$ cat src/rtl/tl_instruction_decode_pkg.sv
// Shared definitions for the MIPS ID stage: opcodes, ALU-op classes, control bundle.
package tl_instruction_decode_pkg;

  localparam logic [5:0] OP_RTYPE = 6'b000000;
  localparam logic [5:0] OP_LW    = 6'b100011;
  localparam logic [5:0] OP_SW    = 6'b101011;
  localparam logic [5:0] OP_BEQ   = 6'b000100;
  localparam logic [5:0] OP_BNE   = 6'b000101;
  localparam logic [5:0] OP_ADDI  = 6'b001000;
  localparam logic [5:0] OP_ANDI  = 6'b001100;
  localparam logic [5:0] OP_ORI   = 6'b001101;
  localparam logic [5:0] OP_SLTI  = 6'b001010;
  localparam logic [5:0] OP_LUI   = 6'b001111;
  localparam logic [5:0] OP_J     = 6'b000010;

  typedef enum logic [2:0] {
    ALU_ADD   = 3'b000,
    ALU_SUB   = 3'b001,
    ALU_RTYPE = 3'b010,
    ALU_AND   = 3'b011,
    ALU_OR    = 3'b100,
    ALU_SLT   = 3'b101,
    ALU_LUI   = 3'b110
  } alu_op_e;

  // Control bundle carried through ID/EX; all-zero is a bubble.
  typedef struct packed {
    logic    reg_dst;
    logic    alu_src;
    logic    mem_read;
    logic    mem_write;
    logic    mem_to_reg;
    logic    reg_write;
    logic    branch;
    logic    branch_ne;
    logic    jump;
    logic    invalid;
    alu_op_e alu_op;
  } ctrl_t;

  localparam ctrl_t CTRL_NONE = '0;

endpackage

$ cat src/rtl/tl_instruction_decode_register_file.sv
// 2-read / 1-write GPR file. Writes land on negedge so the following posedge
// already sees them; GPR0 is hardwired to zero.
module register_file #(
  parameter int LEN         = 32,
  parameter int NB_REG_ADDR = 5
) (
  input  logic                   i_clk,
  input  logic                   i_rst,
  input  logic                   i_we,
  input  logic [NB_REG_ADDR-1:0] i_waddr,
  input  logic [LEN-1:0]         i_wdata,
  input  logic [NB_REG_ADDR-1:0] i_raddr_a,
  input  logic [NB_REG_ADDR-1:0] i_raddr_b,
  output logic [LEN-1:0]         o_rdata_a,
  output logic [LEN-1:0]         o_rdata_b
);

  localparam int NREG = 1 << NB_REG_ADDR;

  logic [LEN-1:0] gpr_q [NREG];

  // Negedge write port with asynchronous clear of every register.
  always_ff @(negedge i_clk or negedge i_rst) begin
    if (!i_rst) begin
      for (int i = 0; i < NREG; i++) gpr_q[i] <= '0;
    end else if (i_we && (i_waddr != '0)) begin
      gpr_q[i_waddr] <= i_wdata;
    end
  end

  assign o_rdata_a = (i_raddr_a == '0) ? '0 : gpr_q[i_raddr_a];
  assign o_rdata_b = (i_raddr_b == '0) ? '0 : gpr_q[i_raddr_b];

endmodule

$ cat src/rtl/tl_instruction_decode.sv
// MIPS ID stage: register read, control decode, immediate extension,
// branch/jump target generation, all registered into ID/EX.
module tl_instruction_decode
  import tl_instruction_decode_pkg::*;
#(
  parameter int LEN         = 32,
  parameter int NB_REG_ADDR = 5
) (
  input  logic                   i_clk,
  input  logic                   i_rst,
  input  logic [LEN-1:0]         i_instruccion,
  input  logic [LEN-1:0]         i_adder,
  input  logic                   i_stall,
  input  logic                   i_flush,
  input  logic                   i_wb_reg_write,
  input  logic [NB_REG_ADDR-1:0] i_wb_addr,
  input  logic [LEN-1:0]         i_wb_data,
  output logic [LEN-1:0]         o_adder,
  output logic [LEN-1:0]         o_rs_data,
  output logic [LEN-1:0]         o_rt_data,
  output logic [LEN-1:0]         o_imm_ext,
  output logic [NB_REG_ADDR-1:0] o_rs,
  output logic [NB_REG_ADDR-1:0] o_rt,
  output logic [NB_REG_ADDR-1:0] o_rd,
  output logic [LEN-1:0]         o_branch_dir,
  output logic [LEN-1:0]         o_jump_dir,
  output logic                   o_reg_dst,
  output logic                   o_alu_src,
  output logic                   o_mem_read,
  output logic                   o_mem_write,
  output logic                   o_mem_to_reg,
  output logic                   o_reg_write,
  output logic                   o_branch,
  output logic                   o_branch_ne,
  output logic                   o_jump,
  output logic [2:0]             o_alu_op,
  output logic                   o_invalid
);

  logic [5:0]             opcode;
  logic [15:0]            imm16;
  logic [NB_REG_ADDR-1:0] rs, rt, rd;
  logic [LEN-1:0]         rs_data, rt_data;
  logic [LEN-1:0]         imm_sext, imm_d, bdir_d, jdir_d;
  logic                   zero_ext;
  ctrl_t                  ctrl_d, ctrl_q;

  logic [LEN-1:0]         adder_q, rs_data_q, rt_data_q, imm_q, bdir_q, jdir_q;
  logic [NB_REG_ADDR-1:0] rs_q, rt_q, rd_q;

  assign opcode = i_instruccion[31:26];
  assign rs     = i_instruccion[25:21];
  assign rt     = i_instruccion[20:16];
  assign rd     = i_instruccion[15:11];
  assign imm16  = i_instruccion[15:0];

  register_file #(.LEN(LEN), .NB_REG_ADDR(NB_REG_ADDR)) u_regfile (
    .i_clk     (i_clk),
    .i_rst     (i_rst),
    .i_we      (i_wb_reg_write),
    .i_waddr   (i_wb_addr),
    .i_wdata   (i_wb_data),
    .i_raddr_a (rs),
    .i_raddr_b (rt),
    .o_rdata_a (rs_data),
    .o_rdata_b (rt_data)
  );

  // Opcode decode; don't-care entries resolve to 0, unknown opcodes flag invalid.
  always_comb begin
    ctrl_d   = CTRL_NONE;
    zero_ext = 1'b0;
    case (opcode)
      OP_RTYPE: begin
        ctrl_d.reg_dst   = 1'b1;
        ctrl_d.reg_write = 1'b1;
        ctrl_d.alu_op    = ALU_RTYPE;
      end
      OP_LW: begin
        ctrl_d.alu_src    = 1'b1;
        ctrl_d.mem_read   = 1'b1;
        ctrl_d.mem_to_reg = 1'b1;
        ctrl_d.reg_write  = 1'b1;
      end
      OP_SW: begin
        ctrl_d.alu_src   = 1'b1;
        ctrl_d.mem_write = 1'b1;
      end
      OP_BEQ: begin
        ctrl_d.branch = 1'b1;
        ctrl_d.alu_op = ALU_SUB;
      end
      OP_BNE: begin
        ctrl_d.branch_ne = 1'b1;
        ctrl_d.alu_op    = ALU_SUB;
      end
      OP_ADDI: begin
        ctrl_d.alu_src   = 1'b1;
        ctrl_d.reg_write = 1'b1;
      end
      OP_ANDI: begin
        ctrl_d.alu_src   = 1'b1;
        ctrl_d.reg_write = 1'b1;
        ctrl_d.alu_op    = ALU_AND;
        zero_ext         = 1'b1;
      end
      OP_ORI: begin
        ctrl_d.alu_src   = 1'b1;
        ctrl_d.reg_write = 1'b1;
        ctrl_d.alu_op    = ALU_OR;
        zero_ext         = 1'b1;
      end
      OP_SLTI: begin
        ctrl_d.alu_src   = 1'b1;
        ctrl_d.reg_write = 1'b1;
        ctrl_d.alu_op    = ALU_SLT;
      end
      OP_LUI: begin
        ctrl_d.alu_src   = 1'b1;
        ctrl_d.reg_write = 1'b1;
        ctrl_d.alu_op    = ALU_LUI;
        zero_ext         = 1'b1;
      end
      OP_J: begin
        ctrl_d.jump = 1'b1;
      end
      default: begin
        ctrl_d.invalid = 1'b1;
      end
    endcase
  end

  // Branch target is always sign-extended, independent of the ALU immediate mode.
  assign imm_sext = {{(LEN-16){imm16[15]}}, imm16};
  assign imm_d    = zero_ext ? {{(LEN-16){1'b0}}, imm16} : imm_sext;
  assign bdir_d   = i_adder + imm_sext;
  assign jdir_d   = {i_adder[LEN-1:26], i_instruccion[25:0]};

  // ID/EX register; stall or flush turns the control half into a bubble.
  always_ff @(posedge i_clk or negedge i_rst) begin
    if (!i_rst) begin
      ctrl_q    <= CTRL_NONE;
      adder_q   <= '0;
      rs_data_q <= '0;
      rt_data_q <= '0;
      imm_q     <= '0;
      bdir_q    <= '0;
      jdir_q    <= '0;
      rs_q      <= '0;
      rt_q      <= '0;
      rd_q      <= '0;
    end else begin
      ctrl_q    <= (i_stall || i_flush) ? CTRL_NONE : ctrl_d;
      adder_q   <= i_adder;
      rs_data_q <= rs_data;
      rt_data_q <= rt_data;
      imm_q     <= imm_d;
      bdir_q    <= bdir_d;
      jdir_q    <= jdir_d;
      rs_q      <= rs;
      rt_q      <= rt;
      rd_q      <= rd;
    end
  end

  assign o_adder      = adder_q;
  assign o_rs_data    = rs_data_q;
  assign o_rt_data    = rt_data_q;
  assign o_imm_ext    = imm_q;
  assign o_rs         = rs_q;
  assign o_rt         = rt_q;
  assign o_rd         = rd_q;
  assign o_branch_dir = bdir_q;
  assign o_jump_dir   = jdir_q;
  assign o_reg_dst    = ctrl_q.reg_dst;
  assign o_alu_src    = ctrl_q.alu_src;
  assign o_mem_read   = ctrl_q.mem_read;
  assign o_mem_write  = ctrl_q.mem_write;
  assign o_mem_to_reg = ctrl_q.mem_to_reg;
  assign o_reg_write  = ctrl_q.reg_write;
  assign o_branch     = ctrl_q.branch;
  assign o_branch_ne  = ctrl_q.branch_ne;
  assign o_jump       = ctrl_q.jump;
  assign o_alu_op     = ctrl_q.alu_op;
  assign o_invalid    = ctrl_q.invalid;

endmodule

$ cat config.mk
export PLATFORM = sky130hd
export DESIGN_NAME = tl_instruction_decode
export DESIGN_NICKNAME = d
export VERILOG_FILES = /design/src/rtl/tl_instruction_decode_pkg.sv /design/src/rtl/tl_instruction_decode_register_file.sv /design/src/rtl/tl_instruction_decode.sv
export SDC_FILE = /design/constraint.sdc
export NUM_CORES = 2
export LEC_CHECK = 0
export CAP_MARGIN = 20
export CORE_MARGIN = 2
export CORE_UTILIZATION = 40
export DETAILED_ROUTE_END_ITERATION = 7
export HOLD_SLACK_MARGIN = 0.02
export PLACE_DENSITY = 0.6
export SLEW_MARGIN = 0
export SYNTH_ARGS = -nofsm -noshare
export SYNTH_HDL_FRONTEND = slang
export SYNTH_HIERARCHICAL = 1
export SYNTH_SLANG_ARGS = --single-unit
$ cat constraint.sdc
create_clock -name i_clk -period 3.35 [get_ports i_clk]
set_clock_uncertainty 0.2 [all_clocks]
set_input_delay 0.5025 -clock i_clk [delete_from_list [all_inputs] [get_ports i_clk]]
set_output_delay 0.5025 -clock i_clk [all_outputs]
set_load 0.01 [all_outputs]
Word-level counts from Yosys, hierarchy flattened:

Index checks and enable logic that the tools add are counted.

* add/sub/neg operators: 1
* magnitude comparators: 4
* equality and inequality tests: 10
* multiplexer cells: 24
* bitwise logic cells: 3
* reductions and logical operators: 12

Operators with widths (count)
* $bwmux 1024: 1
* $bmux 32 s5: 2
* $mux 32: 8
* $demux 32 s5: 1
* $add 32x32->32: 1
* $eq 6x4->1 const B: 5
* $ge 6x6->1 const B: 3
* $not 5->6: 3
* $pmux 3 s6: 1
* $reduce_or 7->1: 2
* $mux 13: 1
* $eq 6x3->1 const B: 2
* $eq 6x6->1 const B: 2
* $reduce_or 11->1: 1
* $logic_not 5->1: 2
* $mux 1: 10
* $eq 6x2->1 const B: 1
* $logic_not 6->1: 1
* $lt 6x1->1 const B: 1
* $reduce_bool 5->1: 1
* $reduce_or 3->1: 1
* $logic_and 1x1->1: 2
* $reduce_or 2->1: 1
* $logic_or 1x1->1: 1

* bits in registers: 1244
* input bits: 106
* output and inout port bits: 220
* logic and storage cells: 106

Depth between registers and ports, before layout:

* depth in word-level cells: 6
* mapped depth: 8
* depth with buffers taken out: 8

Hierarchy:

The synthesis kept the hierarchy.

By module, submodules not included
* register_file: instances 1, cells an instance 3621, area each 54369.6 um^2, seq. area each 25624.6 um^2
* tl_instruction_decode: instances 1, cells an instance 525, area each 6675.2 um^2, seq. area each 4179.0 um^2

==> impl_metrics.tcl <==
set metrics [dict create \
    status "finished, violations left" \
    violations "negative setup slack" \
    netlist_instances 4146 \
    port_buffers 325 \
    initial_core_util 0.402 \
    synthFlopType "dfrtn_1" \
    die_w_um 395 \
    htree_levels 4 \
    rows 143 \
    clkPwrFrac 0.350 \
    slew_viol_final 0 \
    rsz0062_at_grt "true" \
    grt_pass1_vias 42700 \
    ios 326 \
    overflow 0 \
    cts_sinks 1191 \
    leakagePower_nw 33.0 \
    r2r-start "u_regfile/gpr_q[951]" \
    finalSetupViolCount 50 \
    cts_tree "yes" \
    grtUsageTotal 0.263 \
    p_sw_frac 0.275 \
    yosysWarnings 6 \
    max_slew.worst_pin.slew_ns 1.07 \
    core_area_um2 152000 \
    critPathMaxFanout 3 \
    path_clk_slew_ns 0.06 \
    viasPerCell 6.00 \
    synth_area_um2 61000 \
    min_from "i_instruccion[22]" \
    synth_area_leaders "dfrtn_1 (42%), mux2_2 (19%), mux4_2 (17%), dfrtp_1 (6.8%), mux2i_1 (2.1%)" \
    synth_edf_count 0 \
    finalWeightedCongestion 0.855 \
    crit_path_max_incr_delay_ns 0.46 \
    yosysTopAreaCellShare 0.420 \
    cp_top_family "multiplexers" \
    cellInternalPower_mw 32.1 \
    cts.path.max_buffers 3 \
    path_cells "mux4_2 -> nor2b_1 -> a211oi_2 -> a311oi_2 -> buf_4" \
    hold_ws_ns 0.0496 \
    syn_nets 4284 \
    netSwitchingPower_mw 12.2 \
    yosysSeqAreaShare 0.488 \
    num-fill-cells 12800 \
    dieArea_um2 156000 \
    power_frac_comb 0.220 \
    hp-class "in -> reg" \
    synth_most_common_cell "mux2_2" \
    maxSlewHeadroom 0.290 \
    vias 40700 \
    ys_async_sr_fraction 1.00 \
    syn_to_final_growth_pct 27.1 \
    root_buffer "clkbuf_16" \
    post-place-ws_ns -1.22 \
    insertion_delay_ns 0.70 \
    layout-drive-gt1-share 0.530 \
    cp_slowest_cell "mux4_2" \
    max-vdd-ir-drop_uv 360 \
    firstDrtPassIters 5 \
    drc_errors 0 \
    finalHoldViolCount 0 \
    ys_top_cells_by_count "mux2_2 (1,047), dfrtn_1 (1,024), mux4_2 (448)" \
    final_util 0.512 \
    finish.instance_area_um2 77600 \
    antenna_found_initial 5 \
    start_kind "flop" \
    dp_hpwl_um 132000 \
    drv_cap 0 \
    end_kind "flop" \
    critPathRequiredTime_ns 3.80 \
    cp_data_arrival_time_ns 3.97 \
    power_density_nw_per_um2 570 \
    critPathBufInv 1 \
    cts_buffers 138 \
    place_area_um2 70500 \
    p_seq_frac 0.430 \
    postRouteAntennaNets 0 \
    die_h_um 395 \
    grt_pass1_wl_um 302000 \
    yosys.area.top_type "dfrtn_1" \
    grt_max_degree 80 \
    first_iter_violations 3070 \
    avgSynthCellArea_um2 14.7 \
    setup-tns-final_ns -2.32 \
    path_class "reg -> reg" \
    wire_per_inst_um 30.2 \
    worst_slack_ns -0.170 \
    yosysUniqueCellTypes 69 \
    fin_nets 4773 \
    synth-seq-cells 1191 \
    wirelength_um 205000 \
    startpoint "u_regfile/gpr_q[951]" \
]
-- power groups by stage --
stage	Combinational [mW]	Clock, mW	Sequential, mW
finish	9.73	15.5	19.0
global route	10.3	16.4	19.4
CTS	9.53	15.8	19.0
detailed placement	9.06	0	19.2
global placement	8.90	0	19.1
floorplan	5.85	0	18.7
-- routing by layer --
metal | global-route usage | part of all wire | up-vias | routed length, um
met5 | 0 | 0 | - | 0
met4 | 0.0877 | 0.032 | 0 | 6550
met3 | 0.0468 | 0.056 | 333 | 11500
met2 | 0.434 | 0.49 | 1330 | 101000
met1 | 0.350 | 0.42 | 22200 | 85500
li1 | - | - | 16900 | -
-- flip-flops by register name (all words and copies together), names as in the netlist --
register	cells
o_mem_write	1
o_branch_dir	32
o_alu_op	3
u_regfile/gpr_q	1024
o_rd	4
o_invalid	1
o_rs_data	32
o_jump_dir	19
o_reg_dst	1
o_reg_write	1
o_branch_ne	1
o_mem_read	1
o_imm_ext	1
o_adder	27
o_rs	4
o_rt_data	32
o_jump	1
o_branch	1
o_rt	4
o_alu_src	1
-- what timing repair did --
item / in CTS / in global routing
setup buffers: 18 / 7
gates cloned: 6 / 1
hold endpoints to repair: 200 / 0
pin swaps: 68 / 79
gates resized for setup: 314 / 153
hold buffers: 45 / 0
setup endpoints to repair: 1052 / 307
-- per-stage QoR --
stage	total power, mW	cells
6_report	44.3	6779
5_1_grt	46.1	6775
4_1_cts	44.3	6779
3_5_place_dp	28.3	6485
3_3_place_gp	28.0	6485
2_1_floorplan	24.5	4146
-- layout by cell type, fill, tap and decap left out, types with 12 or more instances in the layout --
| master | netlist | final |
|---|---|---|
| mux2_2 | 1047 | 1006 |
| a221oi_2 | 2 | 34 |
| o21ai_1 | 13 | 44 |
| inv_1 | 20 | 18 |
| nand2_1 | 76 | 64 |
| clkbuf_16 | 0 | 144 |
| dfrtp_1 | 167 | 167 |
| nor2b_4 | 0 | 16 |
| nor2_4 | 0 | 14 |
| clkbuf_1 | 228 | 37 |
| nor2_1 | 46 | 32 |
| xnor2_1 | 18 | 18 |
| clkinv_2 | 0 | 17 |
| dlygate4sd3_1 | 0 | 45 |
| ha_1 | 31 | 31 |
| dfrtn_1 | 1024 | 1024 |
| a311oi_4 | 0 | 22 |
| mux2_4 | 0 | 42 |
| a311oi_1 | 64 | 14 |
| a22oi_1 | 65 | 47 |
| buf_6 | 0 | 15 |
| buf_12 | 0 | 179 |
| o21ai_0 | 119 | 28 |
| mux4_2 | 448 | 448 |
| buf_4 | 87 | 276 |
| o21ai_2 | 2 | 46 |
| a21oi_1 | 29 | 29 |
| a211oi_2 | 2 | 50 |
| a22oi_2 | 0 | 18 |
| a211oi_1 | 69 | 12 |
| a311oi_2 | 0 | 28 |
| a221oi_1 | 46 | 14 |
| clkdlybuf4s50_1 | 0 | 308 |
| clkbuf_8 | 0 | 28 |
| nor2b_1 | 72 | 53 |
| mux2i_1 | 130 | 129 |
| o21ai_4 | 0 | 16 |
-- final timing paths --
path,end,slack [ns],cells after the start
min in group asynchronous,o_branch_dir[21],0.28,3
worst max-delay path,o_rs_data[23],-0.17,5
worst min register to register,u_regfile/gpr_q[1000],0.14,0
worst max register to register,o_rs_data[23],-0.17,5
worst min-delay path,o_rs[1],0.05,2
max in group asynchronous,u_regfile/gpr_q[592],0.44,4
-- final cells by class --
class | instances | area, um2 | share of cell area
multi-input cells | 2443 | 30900 | 0.398
clock buffers | 208 | 4100 | 0.0529
well taps | 2030 | 2540 | 0.0327
diodes | 5 | 12.5 | 0.000161
flip-flops and latches | 1191 | 29800 | 0.384
clock inverters | 41 | 541 | 0.00696
inverters | 20 | 80.1 | 0.00103
repair buffers | 841 | 9620 | 0.124
-- cell families after synthesis --
logic type      after synthesis  synth area share
buf+inv                     512            0.0404
xor+xnor                     27           0.00387
fa+ha+maj                    32           0.00668
mux                        1635             0.382
compound gates              477            0.0560
simple gates                272            0.0232
flops                      1191             0.488
Note: power is estimated with default switching activity, not from simulation.
